<file path="src/rtl/mem_port_arbiter.sv">
// mem_port_arbiter
//   Shares one word-wide main-memory port between the instruction-side cache
//   (port 0) and the data-side cache (port 1). Each granted transaction walks
//   IDLE -> ISSUE -> WAIT -> RESP. Ports are served round-robin, and a port can
//   keep the memory across back-to-back transactions by holding lock at done.
//
// Ports
//   clk, reset              clock (rising edge), asynchronous active-low reset
//   reqN, weN, addrN,       per-port request, write enable, byte address,
//   wdataN, lockN           write word and keep-grant request
//   rdataN, doneN, gntN     per-port registered read word, completion pulse, grant
//   busy                    high whenever a transaction is in flight
//   mem_addr, mem_we,       memory request (word-aligned address, one-cycle
//   mem_wdata               write strobe, write word)
//   mem_rdata               read word from memory, valid MEM_LATENCY edges
//                           after the address is sampled
module mem_port_arbiter #(
    parameter int MEM_LATENCY = 4,
    parameter int CNT_W       = 4
) (
    input  logic        clk,
    input  logic        reset,
    input  logic        req0,
    input  logic        req1,
    input  logic        we0,
    input  logic        we1,
    input  logic [31:0] addr0,
    input  logic [31:0] addr1,
    input  logic [31:0] wdata0,
    input  logic [31:0] wdata1,
    input  logic        lock0,
    input  logic        lock1,
    output logic [31:0] rdata0,
    output logic [31:0] rdata1,
    output logic        done0,
    output logic        done1,
    output logic        gnt0,
    output logic        gnt1,
    output logic        busy,
    output logic [31:0] mem_addr,
    output logic        mem_we,
    output logic [31:0] mem_wdata,
    input  logic [31:0] mem_rdata
);

    typedef enum logic [1:0] {
        IDLE  = 2'd0,
        ISSUE = 2'd1,
        WAIT  = 2'd2,
        RESP  = 2'd3
    } state_t;

    state_t           state;
    state_t           state_nxt;
    logic [CNT_W-1:0] cnt;
    logic             cur_port;
    logic             cur_we;
    // 2'b00: no grant since reset (port 0 wins a tie), 2'b01: port 0 was last,
    // 2'b10: port 1 was last.
    logic [1:0]       last_grant;
    logic             hold_vld;
    logic             hold_port;

    logic             hold_req;
    logic             hold_hit;
    logic             grant_vld;
    logic             grant_port;
    logic             sel_we;
    logic [31:0]      sel_addr;
    logic [31:0]      sel_wdata;

    // Arbitration: a pending lock-hold wins only while its owner still requests.
    always_comb begin
        hold_req  = hold_port ? req1 : req0;
        hold_hit  = hold_vld && hold_req;
        grant_vld = req0 || req1;
        if (hold_hit) begin
            grant_port = hold_port;
        end else if (req0 && req1) begin
            grant_port = (last_grant == 2'b01);
        end else begin
            grant_port = req1;
        end
        sel_we    = grant_port ? we1    : we0;
        sel_addr  = grant_port ? addr1  : addr0;
        sel_wdata = grant_port ? wdata1 : wdata0;
    end

    always_ff @(posedge clk or negedge reset) begin
        if (!reset) begin
            state <= IDLE;
        end else begin
            state <= state_nxt;
        end
    end

    always_comb begin
        state_nxt = state;
        case (state)
            IDLE:    if (grant_vld) state_nxt = ISSUE;
            ISSUE:   state_nxt = WAIT;
            WAIT:    if (cnt == '0) state_nxt = RESP;
            RESP:    state_nxt = IDLE;
            default: state_nxt = IDLE;
        endcase
    end

    always_ff @(posedge clk or negedge reset) begin
        if (!reset) begin
            rdata0     <= '0;
            rdata1     <= '0;
            done0      <= 1'b0;
            done1      <= 1'b0;
            gnt0       <= 1'b0;
            gnt1       <= 1'b0;
            busy       <= 1'b0;
            mem_addr   <= '0;
            mem_we     <= 1'b0;
            mem_wdata  <= '0;
            cnt        <= '0;
            cur_port   <= 1'b0;
            cur_we     <= 1'b0;
            last_grant <= 2'b00;
            hold_vld   <= 1'b0;
            hold_port  <= 1'b0;
        end else begin
            case (state)
                // IDLE: latch the winner and present its request to memory
                IDLE: begin
                    if (hold_vld && !hold_req) begin
                        hold_vld <= 1'b0;
                    end
                    if (grant_vld) begin
                        cur_port  <= grant_port;
                        cur_we    <= sel_we;
                        gnt0      <= !grant_port;
                        gnt1      <= grant_port;
                        busy      <= 1'b1;
                        mem_addr  <= sel_addr & 32'hFFFF_FFFC;
                        mem_we    <= sel_we;
                        mem_wdata <= sel_wdata;
                    end
                end
                // ISSUE: memory samples the request at this edge
                ISSUE: begin
                    mem_we <= 1'b0;
                    cnt    <= CNT_W'(MEM_LATENCY - 1);
                end
                // WAIT: count down the fixed latency, then capture and signal done
                WAIT: begin
                    if (cnt == '0) begin
                        if (!cur_we) begin
                            if (cur_port) rdata1 <= mem_rdata;
                            else          rdata0 <= mem_rdata;
                        end
                        done0 <= !cur_port;
                        done1 <= cur_port;
                    end else begin
                        cnt <= cnt - 1'b1;
                    end
                end
                // RESP: release the port and remember who had it
                RESP: begin
                    done0      <= 1'b0;
                    done1      <= 1'b0;
                    gnt0       <= 1'b0;
                    gnt1       <= 1'b0;
                    busy       <= 1'b0;
                    last_grant <= cur_port ? 2'b10 : 2'b01;
                    hold_vld   <= cur_port ? lock1 : lock0;
                    hold_port  <= cur_port;
                end
                default: ;
            endcase
        end
    end

endmodule

</file>
<file path="config.mk">
export PLATFORM = sky130hd
export DESIGN_NAME = mem_port_arbiter
export DESIGN_NICKNAME = d
export VERILOG_FILES = /design/src/rtl/mem_port_arbiter.sv
export SDC_FILE = /design/constraint.sdc
export NUM_CORES = 1
export LEC_CHECK = 0
export ABC_AREA = 1
export BUFFER_PORTS_ARGS = -buffer_cell sky130_fd_sc_hd__buf_4
export CAP_MARGIN = 10
export CORE_MARGIN = 2
export CORE_UTILIZATION = 50
export CTS_CLUSTER_SIZE = 8
export DETAILED_ROUTE_END_ITERATION = 8
export GPL_ROUTABILITY_DRIVEN = 0
export PLACE_DENSITY = 0.85
export SYNTH_ARGS = -nofsm -noshare
export SYNTH_HDL_FRONTEND = slang
export SYNTH_SLANG_ARGS = --single-unit
</file>
<file path="constraint.sdc">
create_clock -name clk -period 2.5 [get_ports clk]
set_input_delay 0.375 -clock clk [delete_from_list [all_inputs] [get_ports clk]]
set_output_delay 0.375 -clock clk [all_outputs]
set_load 0.05 [all_outputs]
</file>
# [After elaboration in Yosys (flattened, before gate mapping)]
# Index checks and enable logic that the tools add are counted.
[word_totals] register_bits=144 input_bits=168 out_inout_bits=134 word_cells=77
[op_classes] add_sub_neg=1 n_eq_ne=8 n_mux=27 bitwise_logic=2 n_reduce_logical=22
[ops] operator="two-way mux 32 bit" n=2
[ops] operator="one-hot mux 1 bit (2 select lines)" n=7
[ops] operator="AND reduction 2 bit" n=7
[ops] operator="two-way mux 1 bit" n=12
[ops] operator="!= test 2 bit, second input constant" n=4
[ops] operator="one-hot mux 2 bit (4 select lines)" n=1
[ops] operator="one-hot mux 4 bit (2 select lines)" n=1
[ops] operator="AND reduction 4 bit" n=2
[ops] operator="nonzero test 2 bit" n=4
[ops] operator="two-way mux 2 bit" n=3
[ops] operator="== test 2 x 1 -> 1 bit, second input constant" n=2
[ops] operator="== test 2 bit, second input constant" n=2
[ops] operator="logical NOT 4 bit" n=1
[ops] operator="two-way mux 4 bit" n=1
[ops] operator="subtractor 4 x 1 -> 4 bit, second input constant" n=1
[ops] operator="logical AND 1 bit" n=3
[ops] operator="logical NOT 1 bit" n=3
[ops] operator="logical NOT 2 bit" n=1
[ops] operator="NOT 1 bit" n=2
[ops] operator="logical OR 1 bit" n=1

# [Longest topological paths before layout]
[depth] depth_word=6 mapped_depth=10 ltp_nobuf=9

# [Worst setup path after synthesis]
# Ideal clock, no wire load.
[synth_timing] path_type="reg2reg" from="register state[0]" to="register rdata0[2]" setup_ns=0.131 arrival_ns=1.362 t_required_ns=2.369 path_slack_ns=1.007 stages_incl_launch_ff=9 path_buffers=1 period_less_slack_ns=1.493 cell_sequence="dfrtp_1 inv_1 ha_1 inv_1 nor2_2 nand3_2 buf_2 nand2_1 o21ai_0"
[synth_between] elab_chain_len=2
[synth_lines] item="start, declared" line="53" source="state_t state;"
[synth_lines] item="start signal, assigned" line="93" source="state <= state_nxt;"
[synth_lines] item="== test 2 bit" line="127" source="case (state)"
[synth_lines] item="AND reduction 4 bit (no line)"
[synth_lines] item="end signal, assigned" line="154" source="else rdata0 <= mem_rdata;"
[synth_lines] item="end, declared" line="33" source="output logic [31:0] rdata0,"
# Every way passes these cells.
# A chain may end at the register's enable or synchronous reset.

# [Worst setup path in the final report]
[layout_timing] from="register state[0]" to="register mem_addr[7]"
[layout_between] elab_chain_len=2
[layout_lines] item="logical NOT 2 bit" line="127"
[layout_lines] item="AND reduction 2 bit (no line)"
[layout_lines] item="end signal, assigned" line="139" source="mem_addr <= sel_addr & 32'hFFFF_FFFC;"
[layout_lines] item="end, declared" line="40" source="output logic [31:0] mem_addr,"
# Every way passes these cells.

==> impl_metrics.yaml <==
status:
  status: "completed"
synthesis:
  synth_cell_type_count: 24
  ys_warn_count: 0
  synthMuxAreaShare_pct: 0
  synth_adder_area_share_pct: 1.360
  synth_xor_area_share_pct: 0.2721
  syn_area_um2: 6439
  synth_compound_area_share_pct: 11.52
  yosys.area_share.simple_pct: 21.22
  synth_top_family_by_area: "simple AND/OR/NAND/NOR gates"
  syn_inst: 807
  ys_seq_area_share_pct: 55.58
  ys_ff_latch: 143
  syn_avg_cell_area_um2: 7.979
cells_and_area:
  n_antenna_cell: 0
  finalNetCount: 1267
  fillers: 941
  seqCellArea_um2: 3578
  fin_util_pct: 74.63
  drive_gt1_share_pct: 31.19
  area_delta_synth_final_pct: 46.27
  multi_input_area_um2: 2233
critical_path:
  reg2reg_depth: 7
  rrSetupSlack_ns: 0.54
  worstPathMaxFanout: 62
  arrival_ns: 2.27
  endpoint_kind: "flip-flop"
  crit_type: "reg -> reg"
  r2r-end: "mem_addr[7]"
  startpoint_type: "flip-flop"
  rr_startpoint: "state[0]"
  required_ns: 2.81
sta:
  fmax_mhz: 510.4
  post-route-period-util_pct: 78.37
  period_needed_ns: 1.959
  timing.slew.headroom_pct: 56.58
  tns_ns: 0
  maxSlewViolCount: 0
  finalSetupViolCount: 0
  rsz0062_at_grt: "no"
  finClkSkew_ns: 0.009376
  hold_viol: 0
  worstMarginPinSlew_ns: 0.6488
grt:
  grt_antenna_before_repair: 0
  grt_first_pass_wirelength_um: 29610
  grt_max_degree: 66
  grt.overflow.total: 0
  track_usage_pct: 27.24
  grt_pass1_vias: 5878
hold_path:
  holdPathStages: 3
  hold_start: "wdata1[11]"
  worstHoldEndpoint: "mem_wdata[11]"
  hp-class: "in -> reg"
clock_tree:
  htreeDepth: 4
  clk_pin_slew_worst_paths_ns: 0.06
  cts_buffer_depth: 2
  ctsResizeCount: 0
  cts_root_buffer: "clkbuf_16"
  cts_setup_buffers: 0
  cts_sinks: 143
  cts-buffers-inserted: 17
  cts_tree: "yes"
  worstSkewPairLatency_ns: 0.42
die:
  fp.coreArea_um2: 12620
  die_x_um: 117.5
  fp.dieArea_um2: 13800
  initial_utilization_pct: 51.02
  die_y_um: 117.5
  num_rows: 41
  ios: 302
power_and_ir_drop:
  powerDensity_nw_per_um2: 1580
  p_leak_nw: 5.234
  ir_worst_vdd_uv: 729.3
  power_mw: 14.88
job:
  maxCapViolCount: 0
drt:
  dr.pass1.iters: 5
  drc: 0
  drt_wl_total_um: 18630
  detail_route.wl_per_cell_um: 14.61
  initialDrtViolationCount: 422
  via_count: 6149
  drtAntennaViolNets: 0
  avgViaCountPerCell: 4.823
placement:
  numPortBuffers: 295
  hpwl_um: 13130
## synth_stat cells
library cell  number  share of area, %
a21oi_1            4              0.31
buf_2             22               1.7
buf_4              3              0.35
buf_6              4              0.70
clkbuf_1          12              0.70
conb_1             1             0.058
dfrtp_1          143                56
ha_1               7               1.4
inv_1            108               6.3
inv_2              4              0.23
nand2_1          273                16
nand2_2            1             0.097
nand3_1           12              0.93
nand3_2            2              0.31
nor2_1            65               3.8
nor2_2             1             0.097
nor3_1             1             0.078
o21a_1             1              0.12
o21ai_0           89               6.9
o21ai_1           47               3.7
o21ai_2            1              0.14
o22ai_1            4              0.39
xnor2_1            1              0.14
xor2_1             1              0.14
## critical path, cell delays in order (launching register included)
cell and delay, ns:
dfrtp_1 0.40, inv_1 0.14, ha_1 0.28, o21ai_4 0.23, inv_2 0.18, buf_12 0.27, nand2_1 0.09, o21ai_0 0.22
## power by group
part	switching (mW)	internal, mW	leakage (nW)	total (mW)
logic	5.81	2.33	3.30	8.14
clock network	0.960	1.71	0.301	2.67
registers	0.643	3.44	1.63	4.08
## cell usage in the layout, fill, tap and decap left out, drive strengths merged, types with 7 or more instances in the layout
cell,n
dfrtp,143
inv,113
buf,305
nor2,66
o21ai,137
nand2,274
clkbuf,19
ha,7
nand3,14
## layer usage
metal | GRT usage, % | routed length [µm] | vias to the layer above
li1 | - | - | 3025
met1 | 31.94 | 7132 | 2838
met2 | 46.02 | 9304 | 246
met3 | 8.915 | 1613 | 40
met4 | 11.67 | 581 | 0
met5 | 0 | 0 | -
## registers in the layout, summed over array words and instances (netlist names), 2 cells and up
register and count:
cnt 4, last_grant 2, mem_addr 30, mem_wdata 32
rdata0 32, rdata1 32, state 2
## repair_timing
action / 4_1_cts / 5_1_grt
hold endpoints to repair: 61 / 0
hold buffers: 1 / 0
setup endpoints to repair: 0 / 0
## through the flow
stage / cell area [µm²] / hold slack (ns) / worst slack (ns) / instances
final: 9418 / 0.2103 / 0.5408 / 1275
after detailed placement: 8791 / 0.4035 / 0.5621 / 1244
after CTS: 9418 / 0.1974 / 0.5177 / 1275
after global placement: 8791 / 0.4064 / 0.6020 / 1244
after global routing: 9418 / 0.2124 / 0.3800 / 1275
after floorplan: 6442 / 0.07941 / 1.007 / 808
## logic make-up (layout without fill, tap and decap cells)
logic type	count (synthesis)	in the layout
DFF	143	143
xor gates and xnor gates	2	2
AOI/OAI and AO/OA	146	146
and+or+nand+nor	355	355
buffers and inverters	153	448
other	1	2
adders and majority gates	7	7
## worst max-delay path by stage
stage | start | slack, ns | cells past startpoint | end
2_1_floorplan | state[0] | 1.01 | 8 | rdata0[2]
3_3_place_gp | req1 | 0.60 | 5 | gnt1
3_5_place_dp | state[0] | 0.56 | 7 | mem_addr[4]
4_1_cts | state[0] | 0.52 | 7 | mem_addr[7]
5_1_grt | state[0] | 0.38 | 7 | mem_addr[7]
6_report | state[0] | 0.54 | 7 | mem_addr[7]
## layout make-up
cell class	count	area share [%]
tap	172	2.285
sequential	143	38.00
timing repair buffer	306	24.99
clock inverter	11	1.740
multi-input combinational	512	23.71
clock buffer	19	4.809
inverter	112	4.464
(Power assumes the default switching activity.)
